### src/rtl/dft_readout_arbiter_if.sv
// Bundle of scan-chain readout, commit handshake and register-file write signals.
// The master drives the chain side; the slave is the arbiter.
interface dft_readout_arbiter_if #(
    parameter int p_sc_nbr = 16
) ();
    logic                    en;
    logic [32*p_sc_nbr-1:0]  dft_output_data;
    logic [p_sc_nbr-1:0]     dft_output_strobe;
    logic [p_sc_nbr-1:0]     dft_op_commit;
    logic [p_sc_nbr-1:0]     dft_commit_ack;
    logic [p_sc_nbr-1:0]     rf_wen;
    logic [31:0]             rf_wdata;
    logic [15:0]             wr_cnt;
    logic [p_sc_nbr-1:0]     ovf;
    logic                    ovf_clr;
    logic                    busy;

    modport master (
        output en, dft_output_data, dft_output_strobe, dft_op_commit, ovf_clr,
        input  dft_commit_ack, rf_wen, rf_wdata, wr_cnt, ovf, busy
    );

    modport slave (
        input  en, dft_output_data, dft_output_strobe, dft_op_commit, ovf_clr,
        output dft_commit_ack, rf_wen, rf_wdata, wr_cnt, ovf, busy
    );
endinterface

### src/rtl/dft_readout_arbiter.sv
// Round-robin readout of N one-word scan-chain buffers into a register file, 2-cycle strobe-to-write.
// A full buffer only refills while it is being granted; otherwise the word drops and ovf sticks.
module dft_readout_arbiter #(
    parameter int p_sc_nbr = 16
) (
    input logic                   clk,
    input logic                   reset,
    dft_readout_arbiter_if.slave  rb
);
    localparam int N  = p_sc_nbr;
    localparam int PW = $clog2(N);

    typedef enum logic [1:0] {ST_IDLE, ST_DRAIN, ST_ACK, ST_DONE} cst_e;

    logic [N-1:0]  pend_q, pend_d;
    logic [31:0]   buf_q [N];
    logic [31:0]   buf_d [N];
    logic [PW-1:0] ptr_q, ptr_d;
    logic [N-1:0]  ovf_q, ovf_d;
    logic [N-1:0]  rf_wen_q, rf_wen_d;
    logic [31:0]   rf_wdata_q, rf_wdata_d;
    logic [15:0]   wr_cnt_q, wr_cnt_d;
    cst_e          st_q [N];
    cst_e          st_d [N];

    logic          gnt_vld;
    logic [PW-1:0] gnt_idx;
    logic [PW:0]   scan;

    // First pending chain at or after ptr, walking cyclically.
    always_comb begin
        gnt_vld = 1'b0;
        gnt_idx = '0;
        scan    = '0;
        if (rb.en) begin
            for (int k = 0; k < N; k++) begin
                scan = {1'b0, ptr_q} + (PW+1)'(k);
                if (scan >= (PW+1)'(N)) scan = scan - (PW+1)'(N);
                if (!gnt_vld && pend_q[scan[PW-1:0]]) begin
                    gnt_vld = 1'b1;
                    gnt_idx = scan[PW-1:0];
                end
            end
        end
    end

    always_comb begin
        pend_d     = pend_q;
        ovf_d      = rb.ovf_clr ? '0 : ovf_q;
        ptr_d      = ptr_q;
        rf_wen_d   = '0;
        rf_wdata_d = rf_wdata_q;
        wr_cnt_d   = wr_cnt_q;
        for (int i = 0; i < N; i++) buf_d[i] = buf_q[i];

        if (gnt_vld) begin
            pend_d[gnt_idx]   = 1'b0;
            rf_wen_d[gnt_idx] = 1'b1;
            rf_wdata_d        = buf_q[gnt_idx];
            wr_cnt_d          = wr_cnt_q + 16'd1;
            ptr_d             = (gnt_idx == PW'(N-1)) ? '0 : gnt_idx + PW'(1);
        end

        // A strobe on the chain being granted refills the slot it just vacated.
        for (int i = 0; i < N; i++) begin
            if (rb.dft_output_strobe[i]) begin
                if (!pend_q[i] || (gnt_vld && gnt_idx == PW'(i))) begin
                    buf_d[i]  = rb.dft_output_data[32*i +: 32];
                    pend_d[i] = 1'b1;
                end else begin
                    ovf_d[i] = 1'b1;
                end
            end
        end
    end

    always_comb begin
        for (int i = 0; i < N; i++) begin
            st_d[i] = st_q[i];
            unique case (st_q[i])
                ST_IDLE:  if (rb.dft_op_commit[i]) st_d[i] = ST_DRAIN;
                ST_DRAIN: begin
                    if (!rb.dft_op_commit[i])
                        st_d[i] = ST_IDLE;
                    else if (!pend_q[i] && !rf_wen_q[i] && !rb.dft_output_strobe[i])
                        st_d[i] = ST_ACK;
                end
                ST_ACK:   st_d[i] = ST_DONE;
                ST_DONE:  if (!rb.dft_op_commit[i]) st_d[i] = ST_IDLE;
                default:  st_d[i] = ST_IDLE;
            endcase
        end
    end

    always_ff @(posedge clk or negedge reset) begin
        if (!reset) begin
            pend_q     <= '0;
            ptr_q      <= '0;
            ovf_q      <= '0;
            rf_wen_q   <= '0;
            rf_wdata_q <= '0;
            wr_cnt_q   <= '0;
            for (int i = 0; i < N; i++) begin
                buf_q[i] <= '0;
                st_q[i]  <= ST_IDLE;
            end
        end else begin
            pend_q     <= pend_d;
            ptr_q      <= ptr_d;
            ovf_q      <= ovf_d;
            rf_wen_q   <= rf_wen_d;
            rf_wdata_q <= rf_wdata_d;
            wr_cnt_q   <= wr_cnt_d;
            for (int i = 0; i < N; i++) begin
                buf_q[i] <= buf_d[i];
                st_q[i]  <= st_d[i];
            end
        end
    end

    always_comb begin
        for (int i = 0; i < N; i++) rb.dft_commit_ack[i] = (st_q[i] == ST_ACK);
    end

    assign rb.rf_wen   = rf_wen_q;
    assign rb.rf_wdata = rf_wdata_q;
    assign rb.wr_cnt   = wr_cnt_q;
    assign rb.ovf      = ovf_q;
    assign rb.busy     = (|pend_q) || (|rf_wen_q);
endmodule

### src/flat_wrapper.sv
// flat-port wrapper written by rule: the top's interface ports become plain ports
module dft_readout_arbiter_flat 
#(
    parameter int p_sc_nbr = 16
)
  (clk, reset, rb_en, rb_dft_output_data, rb_dft_output_strobe, rb_dft_op_commit, rb_ovf_clr, rb_dft_commit_ack, rb_rf_wen, rb_rf_wdata, rb_wr_cnt, rb_ovf, rb_busy);
  dft_readout_arbiter_if #(.p_sc_nbr(p_sc_nbr)) rb_i ();
  input logic clk;
  input logic reset;
  input wire logic [$bits(rb_i.en)-1:0] rb_en;
  input wire logic [$bits(rb_i.dft_output_data)-1:0] rb_dft_output_data;
  input wire logic [$bits(rb_i.dft_output_strobe)-1:0] rb_dft_output_strobe;
  input wire logic [$bits(rb_i.dft_op_commit)-1:0] rb_dft_op_commit;
  input wire logic [$bits(rb_i.ovf_clr)-1:0] rb_ovf_clr;
  output wire logic [$bits(rb_i.dft_commit_ack)-1:0] rb_dft_commit_ack;
  output wire logic [$bits(rb_i.rf_wen)-1:0] rb_rf_wen;
  output wire logic [$bits(rb_i.rf_wdata)-1:0] rb_rf_wdata;
  output wire logic [$bits(rb_i.wr_cnt)-1:0] rb_wr_cnt;
  output wire logic [$bits(rb_i.ovf)-1:0] rb_ovf;
  output wire logic [$bits(rb_i.busy)-1:0] rb_busy;
  assign rb_i.en = rb_en;
  assign rb_i.dft_output_data = rb_dft_output_data;
  assign rb_i.dft_output_strobe = rb_dft_output_strobe;
  assign rb_i.dft_op_commit = rb_dft_op_commit;
  assign rb_i.ovf_clr = rb_ovf_clr;
  assign rb_dft_commit_ack = rb_i.dft_commit_ack;
  assign rb_rf_wen = rb_i.rf_wen;
  assign rb_rf_wdata = rb_i.rf_wdata;
  assign rb_wr_cnt = rb_i.wr_cnt;
  assign rb_ovf = rb_i.ovf;
  assign rb_busy = rb_i.busy;
  dft_readout_arbiter #(.p_sc_nbr(p_sc_nbr)) u_core (.clk(clk), .reset(reset), .rb(rb_i));
endmodule
### config.mk
export PLATFORM = sky130hd
export DESIGN_NAME = dft_readout_arbiter_flat
export DESIGN_NICKNAME = d
export VERILOG_FILES = /design/src/rtl/dft_readout_arbiter_if.sv /design/src/rtl/dft_readout_arbiter.sv /design/src/flat_wrapper.sv
export SDC_FILE = /design/constraint.sdc
export NUM_CORES = 1
export LEC_CHECK = 0
export ABC_AREA = 1
export BUFFER_PORTS_ARGS = -buffer_cell sky130_fd_sc_hd__clkbuf_2
export CAP_MARGIN = 20
export CORE_ASPECT_RATIO = 0.6
export CORE_MARGIN = 5
export CORE_UTILIZATION = 45
export CTS_CLUSTER_SIZE = 40
export DETAILED_ROUTE_END_ITERATION = 12
export PLACE_DENSITY = 0.64
export SYNTH_ARGS = -nofsm -noshare
export SYNTH_HDL_FRONTEND = slang
export SYNTH_SLANG_ARGS = --single-unit
### constraint.sdc
create_clock -name clk -period 7.1 [get_ports clk]
set_clock_uncertainty 0.1 [all_clocks]
set_input_delay 1.42 -clock clk [delete_from_list [all_inputs] [get_ports clk]]
set_output_delay 1.42 -clock clk [all_outputs]
set_load 0.005 [all_outputs]
==> metrics.cfg, run 1 <==
[logic_synthesis]
synthMostInstantiatedCell = nand2_1
synthTopCellsByArea = dfrtp_1 49%, nand2_1 17%, nand3_1 16%
async_reset_ff_share_pct = 100.0
synth_area_leader_cell = dfrtp_1
syn_area_sq_um = 32840
synth_top_area_share_pct = 49.07
synth-seq-area-share_pct = 49.07
synthTopCellsByCount = 1527 x nand2_1, 1056 x nand3_1, 644 x dfrtp_1, 252 x nand4_1, 185 x nor2_1
yosysUniqueCellTypes = 41
yosys_warnings = 0
synth_enable_flop_cells = 0
syn_inst = 4312
synthFlopType = dfrtp_1
synth_seq_cells = 644
syn_area_per_cell_sq_um = 7.616
syn_nets = 4872

[clock_tree]
htree_num_levels = 2
cts_tree = built
cts_buffers = 61
clockBufferDepth = 3
ctsHoldBuffers = 0
root_buffer = clkbuf_16
clkSlewWorstSetupHoldPaths_ns = 0.07
cts_resized = 0
clk_latency_ns = 0.65
cts_setup_buffers = 0
cts_num_sinks = 644

[critical_path]
slowest_delay_ns = 0.45
arrival_ns = 6.24
crit_path_top_delay_cell = ha_1
crit_path_start_kind = flop
endpoint = u_core.rb.rf_wdata[14]
cp_common_cell = nand3_1
critPathLaunch = u_core.ptr_q[0]
required_ns = 7.53
cp_max_fo = 127
rr_endpoint = u_core.rb.rf_wdata[14]
r2r-start = u_core.ptr_q[0]
path_class = reg -> reg
reg2regPathDepth = 26
r2r_slack_ns = 1.29
end_kind = flop

[timing]
worstMarginPinSlew_ns = 1.100
finalCriticalPeriod_ns = 5.810
finalMaxSlewViolations = 0
fmax_mhz = 172.1
slew_headroom_pct = 26.68
final-setup-viol-count = 0
min_period_over_period_pct = 81.82
rsz0062_at_grt = no
fin_worst_hold_slack_ns = 0.3689
hold_viol = 0
setup_ws_ns = 1.290
fin_tns_setup_ns = 0

[power]
ir_worst_vdd_uv = 1031
powerDensity_nw_per_um2 = 608.8
leakagePower_nw = 20.56

[outcome]
status = complete, no violations

[finish]
multi_input_area_sq_um = 14820
nFillCells = 7071
fin_nets = 5327
fin_util_pct = 54.06
ff_latch_area_sq_um = 16120
syn_to_final_growth_pct = 18.65
drive_gt1_share_pct = 18.47
finalNonFillerCells = 5795

[routing]
avgViaCountPerCell = 5.966
num_vias = 34580
drcViolationCount = 0
wl_microns = 149900
drtAntennaViolNets = 0
drt_first_iter_violations = 4922
dr.pass1.iters = 6
wl_per_cell_microns = 25.86

[placement]
gp_congestion = 0.9828
pre_cts_ws_ns = 1.483
hpwlAfterDp_microns = 103900
portBuffers = 644
dp.cells = 5678

[global_route]
grt_pass1_wl_microns = 216600
grtUsageTotal_pct = 36.98
grt_max_degree = 176
grt_antenna_before_repair = 7
grt_pass1_vias = 32210
grt.overflow.total = 0

[hold_path]
hp-class = reg -> reg
min-delay-start = u_core.buf_q[361]

[floorplanning]
num_rows = 76
ios = 645
start_util_pct = 45.56
die_y_microns = 219.3
die_x_microns = 358.8
die-area_sq_um = 78660
core_sq_um = 72080

[run]
cap_violations = 0

==> cell type report <==
cell class | count | share of cell area, %
Sequential cell | 644 | 41.36
Multi-Input combinational cell | 3200 | 38.02
Timing Repair Buffer | 721 | 10.48
Clock buffer | 85 | 4.589
Tap cell | 975 | 3.131
Inverter | 139 | 1.349
Clock inverter | 29 | 1.056
Antenna cell | 2 | 0.01284
==> metrics by stage <==
stage | instance area [sq um] | power [W]
after floorplan | 32840 | 0.01433
after global placement | 36740 | 0.01955
after detailed placement | 36740 | 0.01963
after CTS | 38940 | 0.02328
after global routing | 38960 | 0.02496
final | 38960 | 0.02372
==> critical path: cells and delay by family, from the launching register on <==
kind / cells / cell delay [ns]
simple gates: 21 / 3.30
flops: 1 / 0.39
buf+inv: 4 / 1.32
fa+ha+maj: 1 / 0.45
==> power breakdown <==
| group | total (W) | switching, W | internal, W |
|---|---|---|---|
| logic | 0.0137 | 0.0101 | 0.00366 |
| clock network | 0.00364 | 0.00156 | 0.00209 |
| registers | 0.00636 | 0.00108 | 0.00528 |
==> placed cells by master (no fill, tap or decap), types with 9 or more instances in the layout <==
master     count
buf_4         56
nand2_2        9
clkbuf_16     62
nand3_1     1053
clkbuf_8      16
nor2_1       184
ha_1          12
o21ai_0       36
dfrtp_1      644
xor2_1        16
clkbuf_2     642
nand2_1     1526
bufinv_16      9
nand4_1      252
o22ai_1       17
inv_1        124
o21ai_4       15
clkinv_2      11
buf_12        21
==> state kept, by name, summed over array words and instances (netlist names), named ones only <==
signal              count
u_core.rb.ovf          16
u_core.ptr_q            4
u_core.rb.rf_wdata     32
u_core.rb.rf_wen       16
u_core.pend_q          16
u_core.rb.wr_cnt       16
u_core.st_q            16
u_core.buf_q          512
==> how the worst min path moves through the flow <==
| stage | slack (ns) | end | cells past startpoint |
|---|---|---|---|
| final | 0.37 | u_core.buf_q[361] | 2 |
| after floorplan | 0.34 | u_core.buf_q[100] | 2 |
| after CTS | 0.37 | u_core.buf_q[378] | 2 |
| after global placement | 0.35 | u_core.buf_q[171] | 2 |
| after detailed placement | 0.36 | u_core.buf_q[378] | 2 |
| after global routing | 0.38 | u_core.buf_q[475] | 2 |
==> logic make-up after synthesis <==
group                      count (synthesis)  synth area share [%]
xor gates and xnor gates                  26                0.7620
DFF                                      644                 49.07
AOI/OAI and AO/OA                         92                 2.103
buffers and inverters                    468                 5.970
and+or+nand+nor                         3070                 41.63
adders and majority gates                 12                0.4572
==> routing by layer <==
metal  routed length (microns)  global-route usage (%)  vias to the layer above
li1                          -                       -                    15270
met1                     63240                   54.80                    16750
met2                     61930                   52.03                     2252
met3                     18900                   10.37                      299
met4                      5747                   12.29                       10
met5                        62                       0                        -
(Power assumes the default switching activity.)
==> inputs of run 2 (changes only) <==
==> constraint.sdc (replaced) <==
create_clock -name clk -period 5.6 [get_ports clk]
set_clock_uncertainty 0.1 [all_clocks]
set_input_delay 1.12 -clock clk [delete_from_list [all_inputs] [get_ports clk]]
set_output_delay 1.12 -clock clk [all_outputs]
set_load 0.005 [all_outputs]
==> metrics.cfg, run 2 (same netlist as run 1, synthesis figures left out) <==
[timing]
fin_tns_setup_ns = 0  ; unchanged
finalMaxSlewViolations = 0  ; unchanged
fmax_mhz = 188.8  ; +9.7%
worstMarginPinSlew_ns = 1.005  ; -0.09489 ns
hold_viol = 0  ; unchanged
setup_ws_ns = 0.3037  ; -0.9868 ns
slew_headroom_pct = 33.01  ; +6.3 points
final-setup-viol-count = 0  ; unchanged
finalCriticalPeriod_ns = 5.296  ; -0.5132 ns
fin_worst_hold_slack_ns = 0.3719  ; +0.002930 ns
min_period_over_period_pct = 94.58  ; +13 points

[routing]
drcViolationCount = 0  ; unchanged
drtAntennaViolNets = 0  ; unchanged
wl_per_cell_microns = 25.67  ; -0.74%
wl_microns = 149700  ; -0.11%
avgViaCountPerCell = 5.923  ; -0.73%
dr.pass1.iters = 6  ; unchanged
num_vias = 34540  ; -0.095%
drt_first_iter_violations = 5078  ; +3.2%

[placement]
portBuffers = 644  ; unchanged
gp_congestion = 0.9733  ; -0.97%
pre_cts_ws_ns = 0.1037  ; -1.379 ns
hpwlAfterDp_microns = 105900  ; +2.0%

[power]
powerDensity_nw_per_um2 = 767.1  ; +26%
ir_worst_vdd_uv = 946.0  ; -8.2%
leakagePower_nw = 20.74  ; +0.84%
power_w = 0.03013  ; +27%

[run]
cap_violations = 0  ; unchanged

[floorplanning]
die_y_microns = 219.3  ; unchanged
num_rows = 76  ; unchanged
start_util_pct = 45.56  ; unchanged
ios = 645  ; unchanged
die_x_microns = 358.8  ; unchanged
die-area_sq_um = 78660  ; unchanged
core_sq_um = 72080  ; unchanged

[global_route]
grt_pass1_vias = 32250  ; +0.12%
grt_antenna_before_repair = 9  ; +2
grt.overflow.total = 0  ; unchanged
grt_pass1_wl_microns = 216000  ; -0.26%
grtUsageTotal_pct = 36.87  ; -0.11 points
grt_max_degree = 167  ; -5.1%

[hold_path]
hold_path_end = u_core.buf_q[103]
holdPathStages = 2  ; unchanged
min-delay-start = u_core.buf_q[103]
hp-class = reg -> reg

[critical_path]
r2r-start = u_core.ptr_q[0]
slowest_delay_ns = 0.52  ; +0.07 ns
cp_max_fo = 83  ; -35%
required_ns = 6.06  ; -1.47 ns
rr_endpoint = u_core.rb.rf_wdata[2]
reg2regPathDepth = 25  ; -3.8%
cp_common_cell = nand2_1
crit_path_top_delay_cell = xor2_1
arrival_ns = 5.76  ; -0.48 ns
end_kind = flop
path_class = reg -> reg
r2r_slack_ns = 0.30  ; -0.99 ns
crit_path_start_kind = flop

[clock_tree]
cts_num_sinks = 644  ; unchanged
htree_num_levels = 2  ; unchanged
cts_buffers = 60  ; -1.6%
cts_tree = built
clk_latency_ns = 0.65  ; about the same
ctsHoldBuffers = 0  ; unchanged
clockBufferDepth = 3  ; unchanged
clkSlewWorstSetupHoldPaths_ns = 0.07  ; about the same
root_buffer = clkbuf_16

[finish]
final_common_cell = nand2_1
fin_nets = 5367  ; +0.75%
final_cell_mix = 1524 x nand2_1, 1053 x nand3_1, 644 x dfrtp_1
drive_gt1_share_pct = 19.10  ; +0.63 points
regMostFlops = u_core.buf_q
largest_register_ffs = 512  ; unchanged
syn_to_final_growth_pct = 19.61
nFillCells = 7043  ; -0.40%

[outcome]
status = complete, no violations

## run 2: cell types whose count changed in the layout (fill, tap and decap cells not counted), sizes merged
cell	change
bufinv	-6
clkinvlp	-3
clkinv	-3
inv	+3
clkbuf	+5
diode	+1
buf	+40
## run 2: layout make-up
class,count,area [sq um],area share [%]
clock inverters,20,195.2,0.4969
diodes,3,7.507,0.01911
multi-input cells,3200,14850,37.79
repair buffers,762,4589,11.68
flip-flops and latches,644,16120,41.03
well taps,975,1220,3.106
clock buffers,89,1782,4.536
inverters,139,525.5,1.338
## run 2: worst max path at each step
stage | slack [ns] | start | cells past startpoint | to
finish | 0.30 | u_core.ptr_q[0] | 25 | u_core.rb.rf_wdata[2]
global route | -0.009 | u_core.ptr_q[0] | 26 | u_core.buf_q[396]
CTS | 0.07 | u_core.ptr_q[0] | 25 | u_core.rb.rf_wdata[2]
detailed placement | 0.10 | u_core.ptr_q[0] | 25 | u_core.rb.rf_wdata[2]
global placement | 0.05 | u_core.ptr_q[0] | 23 | u_core.rb.rf_wdata[2]
floorplan | 0.77 | u_core.ptr_q[1] | 30 | u_core.buf_q[353]
## run 2: what timing repair did
action                     CTS  global route
resized for setup            0            11
setup endpoints to repair    0           123
buffers inserted             0             0
## run 2: report_power, final
group          internal, W  switching [W]
logic              0.00497         0.0128
clock network      0.00234        0.00194
registers          0.00670        0.00137
## run 2: critical path, delay by kind of cell (launching register included)
| family | cells | cell delay [ns] |
|---|---|---|
| xor gates and xnor gates | 1 | 0.52 |
| DFF | 1 | 0.38 |
| buffers and inverters | 3 | 1.06 |
| and+or+nand+nor | 20 | 2.69 |
| adders and majority gates | 1 | 0.27 |
## run 2: stage by stage
stage	util [%]	instance area [sq um]	std cells
after global routing	54.49	39280	5831
after detailed placement	51.64	37220	5719
after floorplan	-	32840	4312
after CTS	54.38	39200	5828
final	54.50	39280	5832
after global placement	51.64	37220	5719
## run 2: routing by layer
layer  track usage (%)  share of wire [%]  vias up
li1                  -                  -    15330
met1             54.68                 43    16730
met2             51.59                 41     2179
met3             10.27                 12      289
met4             12.80                3.9       12
met5                 0              0.050        -
